## config.mk

```make
export PLATFORM = sky130hd
export DESIGN_NAME = mmio_console_ctrl
export DESIGN_NICKNAME = d
export VERILOG_FILES = /design/src/rtl/my_pkg.sv /design/src/rtl/console_fifo.sv /design/src/rtl/mmio_console_ctrl.sv
export SDC_FILE = /design/constraint.sdc
export NUM_CORES = 1
export LEC_CHECK = 0
export CAP_MARGIN = 25
export CORE_MARGIN = 2
export CORE_UTILIZATION = 51
export CTS_CLUSTER_DIAMETER = 30
export CTS_CLUSTER_SIZE = 14
export DETAILED_ROUTE_END_ITERATION = 16
export GPL_TIMING_DRIVEN = 0
export PLACE_DENSITY_LB_ADDON = 0.3
export SETUP_SLACK_MARGIN = 0.02
export SYNTH_ARGS = -nofsm -noshare
export SYNTH_HDL_FRONTEND = slang
export SYNTH_SLANG_ARGS = --single-unit
export TNS_END_PERCENT = 1
```

## constraint.sdc

```tcl
create_clock -name clk -period 3.3 [get_ports clk]
set_input_delay 0.495 -clock clk [delete_from_list [all_inputs] [get_ports clk]]
set_output_delay 0.495 -clock clk [all_outputs]
set_load 0.02 [all_outputs]
```

## src/rtl/my_pkg.sv

```systemverilog
// Shared definitions for the MMIO console controller.
//   - Register byte addresses of the console window.
//   - Sequencing states of the end-of-run controller.
package my_pkg;

  localparam logic [7:0] CONSOLE_END    = 8'h80;
  localparam logic [7:0] CONSOLE_TX_ALT = 8'h81;
  localparam logic [7:0] CONSOLE_TX     = 8'h84;
  localparam logic [7:0] CONSOLE_STATUS = 8'h88;
  localparam logic [7:0] CONSOLE_CYCLE  = 8'h8C;

  typedef enum logic [1:0] {
    RUN   = 2'd0,
    DRAIN = 2'd1,
    DONE  = 2'd2
  } console_state_t;

endpackage

```

## src/rtl/console_fifo.sv

```systemverilog
// Synchronous FIFO with push/pop, full/empty flags and an occupancy count.
// Ports:
//   clk, reset (sync, active-low)
//   push_i/wdata_i : write request and data
//   pop_i          : remove head entry (ignored when empty)
//   rdata_o        : head entry (undefined contents when empty)
//   full_o/empty_o : status flags
//   count_o        : number of stored entries (0..DEPTH)
// A push on a full FIFO is accepted only when a pop happens in the same cycle.
module console_fifo #(
  parameter int DEPTH = 16,
  parameter int WIDTH = 8
) (
  input  logic                     clk,
  input  logic                     reset,
  input  logic                     push_i,
  input  logic [WIDTH-1:0]         wdata_i,
  input  logic                     pop_i,
  output logic [WIDTH-1:0]         rdata_o,
  output logic                     full_o,
  output logic                     empty_o,
  output logic [$clog2(DEPTH):0]   count_o
);

  localparam int AW = $clog2(DEPTH);
  localparam logic [AW:0] DEPTH_CNT = DEPTH[AW:0];

  // Pointers carry one extra MSB so full and empty differ after wrap-around.
  logic [AW:0]      wr_q, wr_d, rd_q, rd_d;
  logic [WIDTH-1:0] mem_q [DEPTH];
  logic [WIDTH-1:0] mem_d [DEPTH];
  logic             do_push, do_pop;

  assign count_o = wr_q - rd_q;
  assign full_o  = (count_o == DEPTH_CNT);
  assign empty_o = (wr_q == rd_q);
  assign rdata_o = mem_q[rd_q[AW-1:0]];

  assign do_pop  = pop_i & ~empty_o;
  assign do_push = push_i & (~full_o | do_pop);

  always_comb begin
    wr_d  = wr_q;
    rd_d  = rd_q;
    mem_d = mem_q;
    if (do_push) begin
      mem_d[wr_q[AW-1:0]] = wdata_i;
      wr_d = wr_q + 1'b1;
    end
    if (do_pop) begin
      rd_d = rd_q + 1'b1;
    end
  end

  always_ff @(posedge clk) begin
    if (!reset) begin
      wr_q <= '0;
      rd_q <= '0;
    end else begin
      wr_q <= wr_d;
      rd_q <= rd_d;
    end
  end

  // Storage is not reset; the read side is gated by empty_o.
  always_ff @(posedge clk) begin
    mem_q <= mem_d;
  end

endmodule

```

## src/rtl/mmio_console_ctrl.sv

```systemverilog
// Memory-mapped console / halt controller (0x80-0x8F window).
// Buffers characters written by software and drains them to a console sink
// one per valid/ready handshake. A write to END drains the queue and then
// raises a sticky halt flag.
// Ports:
//   clk, reset (sync, active-low)
//   bus_req_i/bus_we_i/bus_addr_i/bus_wdata_i : CPU access
//   bus_ready_o : access accepted (0 only for a TXDATA write to a full FIFO)
//   bus_rdata_o : registered read data, valid the cycle after a read
//   tx_valid_o/tx_data_o/tx_ready_i : console sink handshake
//   sim_end_o   : sticky halt indication
// Build option: CONSOLE_CYCLE_CNT_EN adds a 32-bit run-length counter at 0x8C.
//
// State | meaning
// RUN   | normal operation, characters accepted
// DRAIN | END seen, TXDATA writes dropped, waiting for FIFO to empty
// DONE  | halt flag raised until reset
module mmio_console_ctrl #(
  parameter int FIFO_DEPTH = 16,
  parameter int ADDR_W     = 8
) (
  input  logic              clk,
  input  logic              reset,
  input  logic              bus_req_i,
  input  logic              bus_we_i,
  input  logic [ADDR_W-1:0] bus_addr_i,
  input  logic [7:0]        bus_wdata_i,
  output logic              bus_ready_o,
  output logic [31:0]       bus_rdata_o,
  output logic              tx_valid_o,
  output logic [7:0]        tx_data_o,
  input  logic              tx_ready_i,
  output logic              sim_end_o
);

  import my_pkg::*;

  localparam int AW = $clog2(FIFO_DEPTH);

  console_state_t state_q, state_d;
  logic [31:0]    rdata_q, rdata_d;
  logic           fifo_full, fifo_empty;
  logic [AW:0]    fifo_count;
  logic [7:0]     fifo_head, count8;
  logic           wr_acc, rd_acc, is_tx, is_end;
  logic           push_req, pop, stall, push;
  logic [31:0]    status_w, cyc_w;

  assign wr_acc = bus_req_i & bus_we_i;
  assign rd_acc = bus_req_i & ~bus_we_i;
  assign is_tx  = (bus_addr_i == ADDR_W'(CONSOLE_TX)) |
                  (bus_addr_i == ADDR_W'(CONSOLE_TX_ALT));
  assign is_end = (bus_addr_i == ADDR_W'(CONSOLE_END));

  assign push_req = wr_acc & is_tx & (state_q == RUN);
  assign pop      = ~fifo_empty & tx_ready_i;
  // A full FIFO still takes the push when the head leaves in the same cycle.
  assign stall    = push_req & fifo_full & ~pop;
  assign push     = push_req & ~stall;

  console_fifo #(
    .DEPTH (FIFO_DEPTH),
    .WIDTH (8)
  ) u_fifo (
    .clk     (clk),
    .reset   (reset),
    .push_i  (push),
    .wdata_i (bus_wdata_i),
    .pop_i   (pop),
    .rdata_o (fifo_head),
    .full_o  (fifo_full),
    .empty_o (fifo_empty),
    .count_o (fifo_count)
  );

  assign count8   = 8'(fifo_count);
  assign status_w = {15'd0, sim_end_o, count8, 6'd0, fifo_empty, fifo_full};

`ifdef CONSOLE_CYCLE_CNT_EN
  logic [31:0] cyc_q, cyc_d;

  // Stops counting once halted so the value reports total run length.
  assign cyc_d = (state_q == DONE) ? cyc_q : cyc_q + 32'd1;

  always_ff @(posedge clk) begin
    if (!reset) begin
      cyc_q <= '0;
    end else begin
      cyc_q <= cyc_d;
    end
  end

  assign cyc_w = cyc_q;
`else
  assign cyc_w = '0;
`endif

  always_comb begin
    rdata_d = rdata_q;
    if (rd_acc) begin
      if (bus_addr_i == ADDR_W'(CONSOLE_STATUS)) begin
        rdata_d = status_w;
      end else if (bus_addr_i == ADDR_W'(CONSOLE_CYCLE)) begin
        rdata_d = cyc_w;
      end else begin
        rdata_d = '0;
      end
    end
  end

  always_comb begin
    state_d = state_q;
    case (state_q)
      RUN:     if (wr_acc & is_end) state_d = DRAIN;
      DRAIN:   if (fifo_empty)      state_d = DONE;
      DONE:    state_d = DONE;
      default: state_d = RUN;
    endcase
  end

  always_ff @(posedge clk) begin
    if (!reset) begin
      state_q <= RUN;
      rdata_q <= '0;
    end else begin
      state_q <= state_d;
      rdata_q <= rdata_d;
    end
  end

  assign bus_ready_o = ~stall;
  assign bus_rdata_o = rdata_q;
  assign tx_valid_o  = ~fifo_empty;
  assign tx_data_o   = fifo_empty ? 8'h00 : fifo_head;
  assign sim_end_o   = (state_q == DONE);

endmodule

```

==> run summary, run 1 <==
Number of diodes: 0
Core area: 12100 um2
CP startpoint kind: flip-flop
I/O pin cnt: 64
Initial antenna violation count: 0
# setup viols final: 0
Clock latency on the worst-skew pair: 0.41 ns
CTS max path bufs: 2
Num CTS Buffers: 17
Via count: 3592
Final Power: 0.00401 W
Count of final hold-check violations: 0
Clk_skew: 0.00803 ns
Worst-Margin Slew: 0.908 ns
# DRC: 0
Row cnt: 40
Share of cells above drive strength 1: 0.244
YS warnings: 0
Max H-tree Level: 4
Post-synth top area share: 0.604
Commonest cells post-synth: edfxtp_1, mux4_2, nand2_1
Critical Path RT: 2.80 ns
RR Endpoint: u_fifo.mem_q[66]
Clock Sinks: 148
R2R setup slack: 0.15 ns
F_max: 315 MHz
Hold Path Class: reg -> reg
Drt pass-1 iters: 6
Hold path depth: 2
Hold Crit Start: u_fifo.wr_q[4]
Nets@finish: 513
Post-detail-place hpwl: 8450 um
Placed Area: 7060 um2
Status: finished, final reports clean
Initial Utilization: 0.526
Max_slew headroom: 0.394
Die X: 116 um
Crit. End Element: primary output
P&R area growth vs syn: 21.4%
Die area: 13400 um2
Unique masters post-synth: 42
Leakage: 2.79 nW
Max Cap Viol: 0
Routed Antenna Nets: 0
Sequential share of the synthesized area: 0.667
Vias in the first global route: 3552
Gr usage total: 0.206
Synth top area cells: edfxtp_1, mux4_2, dfxtp_1
Pin count of the biggest net entering global routing: 17
Final setup TNS: 0 ns
Port bufs: 39
Synth Area per Inst: 16.1 um2
Synthesized area: 6370 um2
Area leader, netlist: edfxtp_1
Reg2reg path depth: 8
Clock slew at reported path FFs: 0.06 ns
CTS Root Cell: clkbuf_16
Initial drt markers: 307
Total gr overflow: 0
Max IR drop VDD: 0.000332 V
First-pass GRT wire length: 19700 um
Final Util: 0.638
Via/cell ratio: 5.44
Power per Cell Area: 519 nW/um2
Post-route design area: 7730 um2
Critical path arrival: 2.68 ns
RSZ-0062 raised after global routing: yes
Critical Path Fanout Max: 10
Gpl congestion: 0.789
Hold EP: u_fifo.wr_q[4]
Die H: 116 um
Setup CP Type: reg -> out
Final Max Slew Viols: 0
Number of synthesized flops with an enable pin: 128
Flops & latches, synth: 148
Minimum clock period: 3.17 ns
Critical R2R Launch: u_fifo.rd_q[1]
Routed len/inst: 19.3 um
Post-route clock period utilization: 0.961
Async SR Flop Fraction: 0
Cells after synthesis: 395
Most frequent cell after synthesis: edfxtp_1
TritonCTS clock tree: yes
Post-synth top flop: edfxtp_1
Final wirelength: 12700 um
-- sequential cells by signal, indices dropped and copies added (netlist names) --
register / cells
bus_rdata_o: 8
u_fifo.rd_q: 5
u_fifo.wr_q: 5
state_q: 2
u_fifo.mem_q: 128
-- cell families after synthesis --
group | synth area share
multiplexers | 0.127
buffers and inverters | 0.0452
AO/OA/AOI/OAI | 0.0332
XOR/XNOR | 0.0175
AND/OR/NAND/NOR | 0.0829
adder cells (fa/ha/maj) | 0.0267
other | 0.000589
flip-flops | 0.667
-- final cells by class --
type                       instances  area, um2
clock buffer                      18        429
clock inverter                    14        151
fill                             871       4380
tap                              168        210
multi-input combinational        220       1960
timing repair buffer              43        405
buffer                            39        287
inverter                          10       42.5
sequential                       148       4250
-- metrics by stage --
step	setup WS [ns]	hold slack, ns	instances
detailed placement	-0.870	0.468	626
finish	0.128	0.475	660
floorplan	0.198	0.452	418
global route	-0.0394	0.498	660
global placement	-0.965	0.458	625
CTS	-0.0362	0.475	658
-- metal layers --
metal,vias to the layer above,routed length [um],GRT usage
li1,1643,-,-
met2,166,6260,0.334
met4,0,290,0.0905
met3,21,932,0.0424
met1,1762,5260,0.273
met5,-,0,0
-- worst max-delay path by stage --
stage / from / end / slack, ns
finish: u_fifo.rd_q[1] / tx_data_o[7] / 0.13
global route: u_fifo.rd_q[1] / tx_data_o[7] / -0.04
CTS: u_fifo.rd_q[2] / tx_valid_o / -0.04
detailed placement: u_fifo.rd_q[2] / u_fifo.mem_q[100] / -0.87
global placement: u_fifo.rd_q[2] / u_fifo.mem_q[99] / -0.96
floorplan: u_fifo.rd_q[2] / u_fifo.mem_q[100] / 0.20
-- critical path, cell delays in order (launching register included) --
cell,delay [ns]
dfxtp_1,0.41
buf_4,0.23
clkinv_2,0.17
ha_1,0.36
nand4_1,0.16
nor2_2,0.08
clkbuf_8,0.20
a211oi_1,0.27
dlygate4sd2_1,0.38
-- report_power, final --
group | switching, W | internal (W)
registers | 0.000000144 | 0.00203
logic | 0.0000698 | 0.0000466
clock network | 0.000749 | 0.00112
total | 0.000819 | 0.00320
-- layout by cell type (no fill, tap or decap), types with 3 or more instances in the layout --
| cell type | Yosys | final |
|---|---|---|
| a211oi_1 | 8 | 8 |
| a21oi_1 | 10 | 9 |
| a22oi_1 | 4 | 4 |
| and3_1 | 20 | 20 |
| buf_4 | 25 | 29 |
| clkbuf_1 | 8 | 5 |
| clkbuf_16 | 0 | 17 |
| clkbuf_4 | 0 | 3 |
| clkdlybuf4s50_1 | 0 | 29 |
| clkinv_1 | 3 | 3 |
| clkinv_4 | 0 | 3 |
| clkinvlp_4 | 0 | 3 |
| conb_1 | 1 | 24 |
| dfxtp_1 | 20 | 18 |
| dlygate4sd2_1 | 0 | 8 |
| edfxtp_1 | 128 | 128 |
| ha_1 | 12 | 11 |
| inv_1 | 6 | 6 |
| inv_6 | 0 | 4 |
| mux2i_1 | 9 | 9 |
| mux4_2 | 32 | 32 |
| nand2_1 | 26 | 26 |
| nand2b_1 | 4 | 4 |
| nand3_1 | 5 | 5 |
| nand4_1 | 3 | 3 |
| nor2_1 | 24 | 23 |
| nor2b_1 | 5 | 5 |
| nor3_4 | 0 | 3 |
| xnor2_1 | 3 | 3 |
| xor2_1 | 6 | 6 |
-- timing repair --
action,CTS,global route
resized for setup,29,13
pin swaps,0,1
hold buffers,0,0
endpoints found under the hold margin,0,0
endpoints found under the setup margin,140,85
setup buffers,1,2
No activity file was read; power rests on OpenSTA's default activity.
==> inputs of run 2 (changes only) <==
==> constraint.sdc (replaced) <==
create_clock -name clk -period 3.3 [get_ports clk]
set_input_delay 0.825 -clock clk [delete_from_list [all_inputs] [get_ports clk]]
set_output_delay 0.825 -clock clk [all_outputs]
set_load 0.02 [all_outputs]
==> run 2 against run 1 <==
  * Worst setup slack worse by 0.046 ns
  * Largest cell class unchanged
  * Core utilization up 0.72 points
  * Critical path type unchanged
  * Design area up 1.1%
  * Non-clock buffer count down 1
  * Largest power group unchanged
  * Total power about the same
==> run summary, run 2 (synthesis results as in run 1) <==
Most frequent cells in the layout: edfxtp_1, mux4_2, clkdlybuf4s50_1
Met2 Use GR: 0.340 (+0.00585)
Post-CTS Hold Buffers: 0 (unchanged)
R2R setup slack: 0.18 ns (+0.03 ns)
Setup CP Type: reg -> out
Critical Path RT: 2.47 ns (-0.33 ns)
Gpl congestion: 0.789 (unchanged)
Critical path arrival: 2.39 ns (-0.29 ns)
Placed Instances: 626 (unchanged)
Port bufs: 39 (unchanged)
Total gr overflow: 0 (unchanged)
CTS Root Cell: clkbuf_16
# DRC: 0 (unchanged)
Reg2reg path depth: 10 (+2)
Initial drt markers: 317 (+3.3%)
Post-route worst setup slack: 0.0813 ns (-0.0462 ns)
Routed len/inst: 19.6 um (+1.3%)
Clock latency on the worst-skew pair: 0.42 ns (about the same)
Final Util: 0.646 (+0.00723)
P&R area growth vs syn: 22.8%
Grt peak-use layer: met2
Share of cells above drive strength 1: 0.277 (+0.0331)
# setup viols final: 0 (unchanged)
Crit. End Element: primary output
Power per Cell Area: 514 nW/um2 (-1.1%)
Die H: 116 um (unchanged)
Clk_skew: 0.00785 ns (-0.000179 ns)
Post-route design area: 7820 um2 (+1.1%)
TritonCTS clock tree: yes
Placed Area: 7060 um2 (unchanged)
Num CTS Buffers: 17 (unchanged)
CP startpoint kind: flip-flop
RR Endpoint: u_fifo.mem_q[102]
Max H-tree Level: 4 (unchanged)
Final wirelength: 12900 um (+1.2%)
Critical Path Fanout Max: 10 (unchanged)
Clock Sinks: 148 (unchanged)
Pin count of the biggest net entering global routing: 17 (unchanged)
CTS max path bufs: 2 (unchanged)
Crit path launch: u_fifo.rd_q[0]
I/O pin cnt: 64 (unchanged)
Die area: 13400 um2 (unchanged)
Max IR drop VDD: 0.000334 V (+0.74%)
Clock slew at reported path FFs: 0.06 ns (about the same)
Final Max Slew Viols: 0 (unchanged)
Via/cell ratio: 5.53 (+1.6%)
Number of diodes: 0 (unchanged)
Max reg flops: 128 (unchanged)
Max_slew headroom: 0.452 (+0.0587)
Reg with most FFs: u_fifo.mem_q
Max Cap Viol: 0 (unchanged)
Post-detail-place hpwl: 8450 um (unchanged)
Hold path depth: 2 (unchanged)
Initial Utilization: 0.526 (unchanged)
Routed Antenna Nets: 0 (unchanged)
Critical R2R Launch: u_fifo.wr_q[0]
Die X: 116 um (unchanged)
F_max: 311 MHz (-1.4%)
Core area: 12100 um2 (unchanged)
Row cnt: 40 (unchanged)
Met3 Use GR: 0.0481 (+0.00575)
RSZ-0062 raised after global routing: yes
Placement Setup Slack: -1.04 ns (-0.174 ns)
Met1 usage: 0.269 (-0.00353)
Via count: 3644 (+1.4%)
Gr usage total: 0.208 (+0.00231)
Drt pass-1 iters: 5 (-1)
Non-filler cells in the finished layout: 659 (-0.15%)
Status: finished, final reports clean
Leakage: 2.74 nW (-1.9%)
Worst Setup EP: tx_data_o[7]
Hold Path Class: reg -> reg
First-pass GRT wire length: 19900 um (+1.2%)
Vias in the first global route: 3622 (+2.0%)
Nets@finish: 512 (-0.19%)
Count of final hold-check violations: 0 (unchanged)
Initial antenna violation count: 0 (unchanged)
Post-route clock period utilization: 0.975 (+0.0140)
Minimum clock period: 3.22 ns (+0.0462 ns)
Worst-Margin Slew: 0.809 ns (-0.0989 ns)
Most common cell after layout, fill and taps aside: edfxtp_1
run 2: cell types whose count changed in the layout (fill, tap and decap cells not counted), sizes merged:
cell / delta
dlymetal6s2s: -1
dlygate4sd2: -8
clkdlybuf4s15: +7
buf: +5
clkbuf: -4
clkinv: -1
inv: +1
run 2: worst min path at each step:
stage	from	slack (ns)	end
after floorplan	u_fifo.wr_q[4]	0.45	u_fifo.wr_q[4]
after global placement	u_fifo.wr_q[4]	0.46	u_fifo.wr_q[4]
after detailed placement	u_fifo.wr_q[4]	0.47	u_fifo.wr_q[4]
after CTS	u_fifo.wr_q[4]	0.47	u_fifo.wr_q[4]
after global routing	u_fifo.wr_q[4]	0.50	u_fifo.wr_q[4]
final	u_fifo.wr_q[4]	0.48	u_fifo.wr_q[4]
run 2: timing repair:
| item | CTS | global route |
|---|---|---|
| hold endpoints to repair | 0 | 0 |
| gates resized for setup | 75 | 15 |
| setup endpoints to repair | 140 | 26 |
| setup buffers | 2 | 0 |
| pin swaps | 2 | 1 |
run 2: layout make-up:
cell class / instances / area, um2
fill: 870 / 4290
clock inverter: 14 / 151
sequential: 148 / 4250
tap: 168 / 210
clock buffer: 18 / 429
inverter: 10 / 50.0
buffer: 39 / 322
multi-input combinational: 220 / 2000
timing repair buffer: 42 / 403
run 2: critical path: stages, from the launching register on:
cell	delay, ns
dfxtp_1	0.38
buf_4	0.24
buf_8	0.19
mux4_2	0.52
nand2_1	0.08
and3_1	0.23
a211oi_2	0.08
clkdlybuf4s15_2	0.26
run 2: metal layers:
layer	vias to the layer above	wire length, um
met5	-	0
met4	0	316
met3	21	1090
met2	199	6350
met1	1782	5140
li1	1642	-
run 2: per-stage QoR:
stage / setup TNS [ns] / hold slack (ns) / total power (W)
floorplan: 0 / 0.452 / 0.00213
global placement: -65.69 / 0.458 / 0.00218
detailed placement: -73.83 / 0.468 / 0.00219
CTS: -0.0383 / 0.475 / 0.00403
global route: -0.0299 / 0.498 / 0.00412
finish: 0 / 0.476 / 0.00402
run 2: power by group:
group | leakage [nW] | switching (W) | internal (W)
clock network | 0.273 | 0.000750 | 0.00112
registers | 1.31 | 0.000000149 | 0.00203
logic | 1.15 | 0.0000702 | 0.0000471
total | 2.74 | 0.000820 | 0.00320
